**src/rtl/riscv_pkg.sv**
```systemverilog
// Shared fetch-path types and constants: FSM state encoding, buffer entry
// layout and the word-alignment helper used for every fetch address.
package riscv_pkg;

  localparam int XLEN        = 32;
  localparam int INSTR_BYTES = 4;

  typedef enum logic [1:0] {
    IDLE = 2'd0,
    REQ  = 2'd1,
    WAIT = 2'd2,
    DROP = 2'd3
  } fetch_state_t;

  typedef struct packed {
    logic [XLEN-1:0] pc;
    logic [XLEN-1:0] instr;
  } fetch_entry_t;

  function automatic logic [XLEN-1:0] word_align(input logic [XLEN-1:0] addr);
    return addr & {{(XLEN-2){1'b1}}, 2'b00};
  endfunction

endpackage

```
**src/rtl/instr_fetch_if.sv**
```systemverilog
// Fetch-unit bundle: instruction-memory request/response, decode-side
// valid/ready and the execute-stage redirect.
interface instr_fetch_if;
  import riscv_pkg::*;

  logic            imem_req;
  logic [XLEN-1:0] imem_addr;
  logic            imem_gnt;
  logic            imem_rvalid;
  logic [XLEN-1:0] imem_rdata;

  logic            instr_valid;
  logic [XLEN-1:0] instr;
  logic [XLEN-1:0] instr_pc;
  logic            instr_ready;

  logic            redirect;
  logic [XLEN-1:0] redirect_pc;

  modport master (
    output imem_req, imem_addr,
    input  imem_gnt, imem_rvalid, imem_rdata,
    output instr_valid, instr, instr_pc,
    input  instr_ready,
    input  redirect, redirect_pc
  );

  modport slave (
    input  imem_req, imem_addr,
    output imem_gnt, imem_rvalid, imem_rdata,
    input  instr_valid, instr, instr_pc,
    output instr_ready,
    output redirect, redirect_pc
  );

endinterface

```
**src/rtl/fetch_fifo.sv**
```systemverilog
// Circular buffer of fetched {pc, instr} entries. Flush wins over push/pop;
// the head is read straight from storage so it stays put until popped.
module fetch_fifo
  import riscv_pkg::*;
#(
  parameter int DEPTH = 2
) (
  input  logic                   clk,
  input  logic                   reset_n,
  input  logic                   push,
  input  fetch_entry_t           push_data,
  input  logic                   pop,
  input  logic                   flush,
  output fetch_entry_t           head,
  output logic [$clog2(DEPTH):0] count,
  output logic                   full,
  output logic                   empty
);

  localparam int AW = $clog2(DEPTH);
  localparam int CW = AW + 1;

  fetch_entry_t   mem_r [DEPTH];
  logic [AW-1:0]  wr_ptr_r;
  logic [AW-1:0]  rd_ptr_r;
  logic [CW-1:0]  count_r;
  logic           do_push_s;
  logic           do_pop_s;

  // Qualify requests against occupancy; a push into a full buffer is only
  // honoured when a pop frees the slot in the same cycle.
  always_comb begin
    do_pop_s  = 1'b0;
    do_push_s = 1'b0;
    if (pop && (count_r != {CW{1'b0}})) begin
      do_pop_s = 1'b1;
    end else begin
      do_pop_s = 1'b0;
    end
    if (push && ((count_r != CW'(DEPTH)) || do_pop_s)) begin
      do_push_s = 1'b1;
    end else begin
      do_push_s = 1'b0;
    end
  end

  // Storage, pointers and occupancy
  always_ff @(posedge clk or negedge reset_n) begin
    if (!reset_n) begin
      for (int i = 0; i < DEPTH; i++) begin
        mem_r[i] <= '0;
      end
      wr_ptr_r <= {AW{1'b0}};
      rd_ptr_r <= {AW{1'b0}};
      count_r  <= {CW{1'b0}};
    end else if (flush) begin
      wr_ptr_r <= {AW{1'b0}};
      rd_ptr_r <= {AW{1'b0}};
      count_r  <= {CW{1'b0}};
    end else begin
      if (do_push_s) begin
        mem_r[wr_ptr_r] <= push_data;
        wr_ptr_r        <= wr_ptr_r + 1'b1;
      end
      if (do_pop_s) begin
        rd_ptr_r <= rd_ptr_r + 1'b1;
      end
      case ({do_push_s, do_pop_s})
        2'b10:   count_r <= count_r + 1'b1;
        2'b01:   count_r <= count_r - 1'b1;
        default: count_r <= count_r;
      endcase
    end
  end

  assign head  = mem_r[rd_ptr_r];
  assign count = count_r;
  assign full  = (count_r == CW'(DEPTH));
  assign empty = (count_r == {CW{1'b0}});

endmodule

```
**src/rtl/fetch_fifo_chk.sv**
```systemverilog
// Simulation-only invariants of the fetch buffer: the single-outstanding
// issue rule must never let a response land in a full buffer.
module fetch_fifo_chk #(
  parameter int DEPTH = 2
) (
  input logic                   clk,
  input logic                   reset_n,
  input logic                   push,
  input logic                   pop,
  input logic                   full,
  input logic [$clog2(DEPTH):0] count
);

  localparam int CW = $clog2(DEPTH) + 1;

  a_no_overflow: assert property (@(posedge clk) disable iff (!reset_n)
    !(push && full && !pop));

  a_count_bound: assert property (@(posedge clk) disable iff (!reset_n)
    count <= CW'(DEPTH));

endmodule

```
**src/rtl/instr_fetch.sv**
```systemverilog
// Instruction fetch unit: single-outstanding word reads from imem, buffered
// {pc, instr} delivery to decode, and redirect-driven wrong-path squashing.
module instr_fetch
  import riscv_pkg::*;
#(
  parameter logic [XLEN-1:0] RESET_PC = 32'h0000_0000,
  parameter int              DEPTH    = 2
) (
  input logic          clk,
  input logic          reset_n,
  instr_fetch_if.master bus
);

  localparam int CW = $clog2(DEPTH) + 1;

  fetch_state_t    state_r;
  fetch_state_t    state_nxt_s;
  logic [XLEN-1:0] fetch_pc_r;
  logic [XLEN-1:0] req_pc_r;
  logic            imem_req_r;

  logic            grant_s;
  logic            push_s;
  logic            pop_s;
  logic            flush_s;
  fetch_entry_t    push_data_s;
  fetch_entry_t    head_s;
  logic [CW-1:0]   count_s;
  logic            full_s;
  logic            empty_s;

  assign grant_s = (state_r == REQ) && bus.imem_gnt;

  // Buffer control: redirect squashes everything, including a same-cycle
  // response or pop.
  always_comb begin
    flush_s           = bus.redirect;
    push_s            = (state_r == WAIT) && bus.imem_rvalid && !bus.redirect;
    pop_s             = !empty_s && bus.instr_ready && !bus.redirect;
    push_data_s.pc    = req_pc_r;
    push_data_s.instr = bus.imem_rdata;
  end

  // Next-state logic; redirect retargets or squashes whatever is in flight
  always_comb begin
    state_nxt_s = state_r;
    case (state_r)
      IDLE: begin
        if (bus.redirect) begin
          state_nxt_s = REQ;
        end else if (count_s < CW'(DEPTH)) begin
          state_nxt_s = REQ;
        end else begin
          state_nxt_s = IDLE;
        end
      end
      REQ: begin
        if (grant_s) begin
          state_nxt_s = bus.redirect ? DROP : WAIT;
        end else begin
          state_nxt_s = REQ;
        end
      end
      WAIT: begin
        if (bus.imem_rvalid) begin
          state_nxt_s = bus.redirect ? REQ : IDLE;
        end else if (bus.redirect) begin
          state_nxt_s = DROP;
        end else begin
          state_nxt_s = WAIT;
        end
      end
      DROP: begin
        if (bus.imem_rvalid) begin
          state_nxt_s = bus.redirect ? REQ : IDLE;
        end else begin
          state_nxt_s = DROP;
        end
      end
      default: state_nxt_s = IDLE;
    endcase
  end

  // FSM state register
  always_ff @(posedge clk or negedge reset_n) begin
    if (!reset_n) begin
      state_r <= IDLE;
    end else begin
      state_r <= state_nxt_s;
    end
  end

  // Fetch PC, PC of the in-flight request, and the registered request strobe
  always_ff @(posedge clk or negedge reset_n) begin
    if (!reset_n) begin
      fetch_pc_r <= word_align(RESET_PC);
      req_pc_r   <= {XLEN{1'b0}};
      imem_req_r <= 1'b0;
    end else begin
      if (bus.redirect) begin
        fetch_pc_r <= word_align(bus.redirect_pc);
      end else if (grant_s) begin
        fetch_pc_r <= fetch_pc_r + XLEN'(INSTR_BYTES);
      end else begin
        fetch_pc_r <= fetch_pc_r;
      end
      if (grant_s) begin
        req_pc_r <= fetch_pc_r;
      end else begin
        req_pc_r <= req_pc_r;
      end
      imem_req_r <= (state_nxt_s == REQ);
    end
  end

  fetch_fifo #(
    .DEPTH (DEPTH)
  ) u_fifo (
    .clk       (clk),
    .reset_n   (reset_n),
    .push      (push_s),
    .push_data (push_data_s),
    .pop       (pop_s),
    .flush     (flush_s),
    .head      (head_s),
    .count     (count_s),
    .full      (full_s),
    .empty     (empty_s)
  );

  fetch_fifo_chk #(
    .DEPTH (DEPTH)
  ) u_fifo_chk (
    .clk     (clk),
    .reset_n (reset_n),
    .push    (push_s),
    .pop     (pop_s),
    .full    (full_s),
    .count   (count_s)
  );

  // imem_addr is fetch_pc directly: it only moves on grant (req drops) or on
  // a redirect retarget, so it is stable whenever a request is pending.
  assign bus.imem_req    = imem_req_r;
  assign bus.imem_addr   = fetch_pc_r;
  assign bus.instr_valid = !empty_s;
  assign bus.instr       = head_s.instr;
  assign bus.instr_pc    = head_s.pc;

endmodule
```
**src/flat_wrapper.sv**
```systemverilog
// flat-port wrapper written by rule: the top's interface ports become plain ports
module instr_fetch_flat import riscv_pkg::*;
#(
  parameter logic [XLEN-1:0] RESET_PC = 32'h0000_0000,
  parameter int              DEPTH    = 2
)
  (clk, reset_n, bus_imem_req, bus_imem_addr, bus_imem_gnt, bus_imem_rvalid, bus_imem_rdata, bus_instr_valid, bus_instr, bus_instr_pc, bus_instr_ready, bus_redirect, bus_redirect_pc);
  instr_fetch_if bus_i ();
  input logic clk;
  input logic reset_n;
  output wire logic [$bits(bus_i.imem_req)-1:0] bus_imem_req;
  output wire logic [$bits(bus_i.imem_addr)-1:0] bus_imem_addr;
  input wire logic [$bits(bus_i.imem_gnt)-1:0] bus_imem_gnt;
  input wire logic [$bits(bus_i.imem_rvalid)-1:0] bus_imem_rvalid;
  input wire logic [$bits(bus_i.imem_rdata)-1:0] bus_imem_rdata;
  output wire logic [$bits(bus_i.instr_valid)-1:0] bus_instr_valid;
  output wire logic [$bits(bus_i.instr)-1:0] bus_instr;
  output wire logic [$bits(bus_i.instr_pc)-1:0] bus_instr_pc;
  input wire logic [$bits(bus_i.instr_ready)-1:0] bus_instr_ready;
  input wire logic [$bits(bus_i.redirect)-1:0] bus_redirect;
  input wire logic [$bits(bus_i.redirect_pc)-1:0] bus_redirect_pc;
  assign bus_imem_req = bus_i.imem_req;
  assign bus_imem_addr = bus_i.imem_addr;
  assign bus_i.imem_gnt = bus_imem_gnt;
  assign bus_i.imem_rvalid = bus_imem_rvalid;
  assign bus_i.imem_rdata = bus_imem_rdata;
  assign bus_instr_valid = bus_i.instr_valid;
  assign bus_instr = bus_i.instr;
  assign bus_instr_pc = bus_i.instr_pc;
  assign bus_i.instr_ready = bus_instr_ready;
  assign bus_i.redirect = bus_redirect;
  assign bus_i.redirect_pc = bus_redirect_pc;
  instr_fetch #(.RESET_PC(RESET_PC), .DEPTH(DEPTH)) u_core (.clk(clk), .reset_n(reset_n), .bus(bus_i));
endmodule
```
**config.mk**
```make
export PLATFORM = sky130hd
export DESIGN_NAME = instr_fetch_flat
export DESIGN_NICKNAME = d
export VERILOG_FILES = /design/src/rtl/riscv_pkg.sv /design/src/rtl/instr_fetch_if.sv /design/src/rtl/fetch_fifo.sv /design/src/rtl/fetch_fifo_chk.sv /design/src/rtl/instr_fetch.sv /design/src/flat_wrapper.sv
export SDC_FILE = /design/constraint.sdc
export NUM_CORES = 1
export LEC_CHECK = 0
export ABC_CLOCK_PERIOD_IN_PS = 2200
export CORE_MARGIN = 10
export CORE_UTILIZATION = 43
export CTS_BUF_LIST = sky130_fd_sc_hd__clkbuf_8
export CTS_CLUSTER_SIZE = 8
export DETAILED_ROUTE_END_ITERATION = 12
export HOLD_SLACK_MARGIN = 0.02
export PLACE_DENSITY = 0.72
export SYNTH_ARGS = -nofsm -noshare
export SYNTH_HDL_FRONTEND = slang
export SYNTH_SLANG_ARGS = --single-unit
```
**constraint.sdc**
```tcl
create_clock -name clk -period 2.2 [get_ports clk]
set_input_delay 0.44 -clock clk [delete_from_list [all_inputs] [get_ports clk]]
set_output_delay 0.44 -clock clk [all_outputs]
set_load 0.1 [all_outputs]
```
==> flow_summary.ini <==
[outcome]
status = completed

[die]
die_h_um = 161
die_area_um2 = 25900
start_util = 0.438
core_area_um2 = 19500
die_w_um = 161
ios = 168
rows = 51

[sta]
fmax_mhz = 461
setup_viol = 0
rsz0062_at_grt = true
fin_tns_setup_ns = 0
slew_violations = 0
fin_skew_ns = 0.0132
min_period_over_period = 0.987
hold_viol = 0
period_needed_ns = 2.17

[worst_setup_path]
worstPathBufferInverterCount = 3
worst-setup-path-type = flop to output port
cp.required_ns = 1.76
end_kind = output port
cp-start-kind = flop
critPathMaxStageDelay_ns = 0.45
cp_common_cell = buf_12
r2r-end = u_core.bus.imem_addr[24]
path_cells = buf_12 -> clkbuf_16 -> mux2_4 -> buf_12
critPathTopFamily = buffers and inverters
rrSetupSlack_ns = 0.11
r2r_start = u_core.bus.imem_addr[3]
cp.arrival_ns = 1.73
crit_fanout = 11
r2r_cells = 6
critPathSlowestCell = dfrtp_2

[finish]
fin_util = 0.613
layout_commonest_cell = dfrtp_1
final_cell_mix = dfrtp_1 (166), mux2_2 (165), nand2_1 (103)
final_nets = 951
syn_to_final_growth_pct = 40.1
drive_gt1_frac = 0.441
diodes = 0
fillers = 1596

[placement]
gp_congestion = 0.791
io_buffers = 161
dpl.hpwl_um = 14800

[yosys]
synth_seq_cells = 191
ys_seq_area_frac = 0.559
yosys.area.top_type = dfrtp_1
synthTopCellsByArea = dfrtp_1 (56%), mux2_2 (25%), nand2_1 (4.6%)
netlist.area_leader.share = 0.559
netlist_instances = 698
syn_area_per_cell_um2 = 12.2
synth_area_um2 = 8550
yosys.cell_types.count = 42
ys_warn_count = 0

[worst_hold_path]
hold_path_class = primary input to async pin

[clock_network]
cts_buffers = 17
cts.sinks = 191
h-tree-depth = 4
clkTransAtPathRegs_ns = 0.09
clock_path_buffers = 2
cts_tree = done
cts_root_buf = clkbuf_8
insertion_delay_ns = 0.45

[route]
drtAntennaViolNets = 0
route.detailed.wl_per_inst_um = 18.0
via_per_inst = 5.15
dr.pass1.iters = 4
vias = 5968
drt-initial-drc-count = 291
drc = 0
totalWireLength_um = 20800

[power]
p_per_area_nw_per_um2 = 1350
vdd_drop_max_mv = 0.642
p_leak_nw = 5.43

[global_routing]
first_global_vias = 6120
antenna_found_initial = 0
groute.usage.overall = 0.157
grt_max_degree = 63
grt.overflow.total = 0
grt_pass1_wl_um = 33200

[run]
maxCapViolCount = 0
-- cells by family after synthesis --
family	synth area share
other	0.000439
muxes	0.247
DFF	0.559
AOI/OAI and AO/OA	0.0439
adders and majority gates	0.00146
buffers and inverters	0.0275
and+or+nand+nor	0.109
xor gates and xnor gates	0.0113
-- how the worst max path moves through the flow --
| stage | depth (start not counted) | startpoint | end |
|---|---|---|---|
| after CTS | 3 | u_core.u_fifo.rd_ptr_r | bus_instr[19] |
| after global routing | 4 | u_core.u_fifo.rd_ptr_r | bus_instr[1] |
| after detailed placement | 6 | bus_imem_gnt | u_core.bus.imem_addr[27] |
| final | 4 | u_core.u_fifo.rd_ptr_r | bus_instr[1] |
| after floorplan | 6 | u_core.bus.imem_addr[5] | u_core.bus.imem_addr[31] |
| after global placement | 6 | bus_imem_gnt | u_core.bus.imem_addr[25] |
-- registers in the layout (all words and copies together), names as in the netlist --
| name | cells |
|---|---|
| u_core.u_fifo.wr_ptr_r | 1 |
| u_core.bus.imem_req | 1 |
| u_core.req_pc_r | 30 |
| u_core.u_fifo.count | 2 |
| u_core.u_fifo.mem_r | 124 |
| u_core.state_r | 2 |
| u_core.bus.imem_addr | 30 |
| u_core.u_fifo.rd_ptr_r | 1 |
-- worst register-to-register path: cells and delay by family, from the launching register on --
family	cells	cell delay, ns
flip-flops	1	0.47
adder cells (fa/ha/maj)	1	0.15
buffers and inverters	1	0.20
AO/OA/AOI/OAI	1	0.17
AND/OR/NAND/NOR	3	1.02
-- through the flow --
| step | total power, mW | cells | cell area, um2 | hold WS, ns | setup slack (ns) |
|---|---|---|---|---|---|
| final | 16.2 | 1158 | 12000 | 0.485 | 0.0297 |
| after global routing | 16.8 | 1158 | 12000 | 0.488 | -0.0329 |
| after global placement | 13.6 | 1118 | 11300 | 0.359 | -0.361 |
| after floorplan | 10.5 | 701 | 8680 | 0.144 | -0.0882 |
| after detailed placement | 13.7 | 1118 | 11300 | 0.360 | -0.390 |
| after CTS | 16.2 | 1153 | 11800 | 0.474 | -0.0440 |
-- where the power goes --
part / switching (mW) / leakage [nW] / internal (mW) / total, mW
registers: 0.550 / 2.43 / 4.37 / 4.92
logic: 5.52 / 2.78 / 3.22 / 8.74
clock network: 1.21 / 0.228 / 1.30 / 2.51
-- layer usage --
metal,global-route usage,vias to the layer above,wire (um)
met5,0,-,0
met1,0.214,2937,9940
met2,0.245,179,9670
met3,0.0412,10,1090
li1,-,2842,-
met4,0.0401,0,147
-- cells in the mapped netlist --
cell type / instances
a21oi_1: 1
a221o_1: 1
a311o_1: 1
a311oi_1: 1
a31o_2: 1
a31oi_1: 15
and3_1: 1
and3b_1: 1
and4_1: 1
and4bb_2: 1
buf_1: 5
buf_2: 11
buf_4: 4
buf_6: 1
clkbuf_1: 25
conb_1: 1
dfrtp_1: 191
ha_1: 1
inv_1: 7
mux2_2: 187
mux2i_1: 1
nand2_1: 105
nand2b_1: 2
nand3_1: 13
nand3b_4: 1
nand4_1: 10
nor2_1: 22
nor2b_1: 3
nor3_1: 5
nor3b_1: 2
nor4_1: 5
o21ai_0: 21
o221ai_1: 1
o31a_1: 3
o31ai_1: 12
o41ai_1: 1
or2_2: 3
or3_1: 4
or4_1: 15
or4_4: 1
xnor2_1: 8
xor2_1: 3
-- final cells by class --
class                           count  area (um2)  share of cell area
Clock buffer                       19         262              0.0218
Clock inverter                     13         185              0.0155
Inverter                            7        26.3             0.00219
Multi-Input combinational cell    457        3670               0.306
Sequential cell                   191        4840               0.404
Tap cell                          265         332              0.0277
Timing Repair Buffer              206        2670               0.223
-- repair_timing --
action | 4_1_cts | 5_1_grt
cloned | 0 | 3
resized for setup | 2 | 22
setup buffers | 2 | 2
pin swaps | 0 | 0
hold endpoints to repair | 28 | 0
setup endpoints to repair | 56 | 56
hold buffers | 1 | 0
Note: power is estimated with default switching activity, not from simulation.
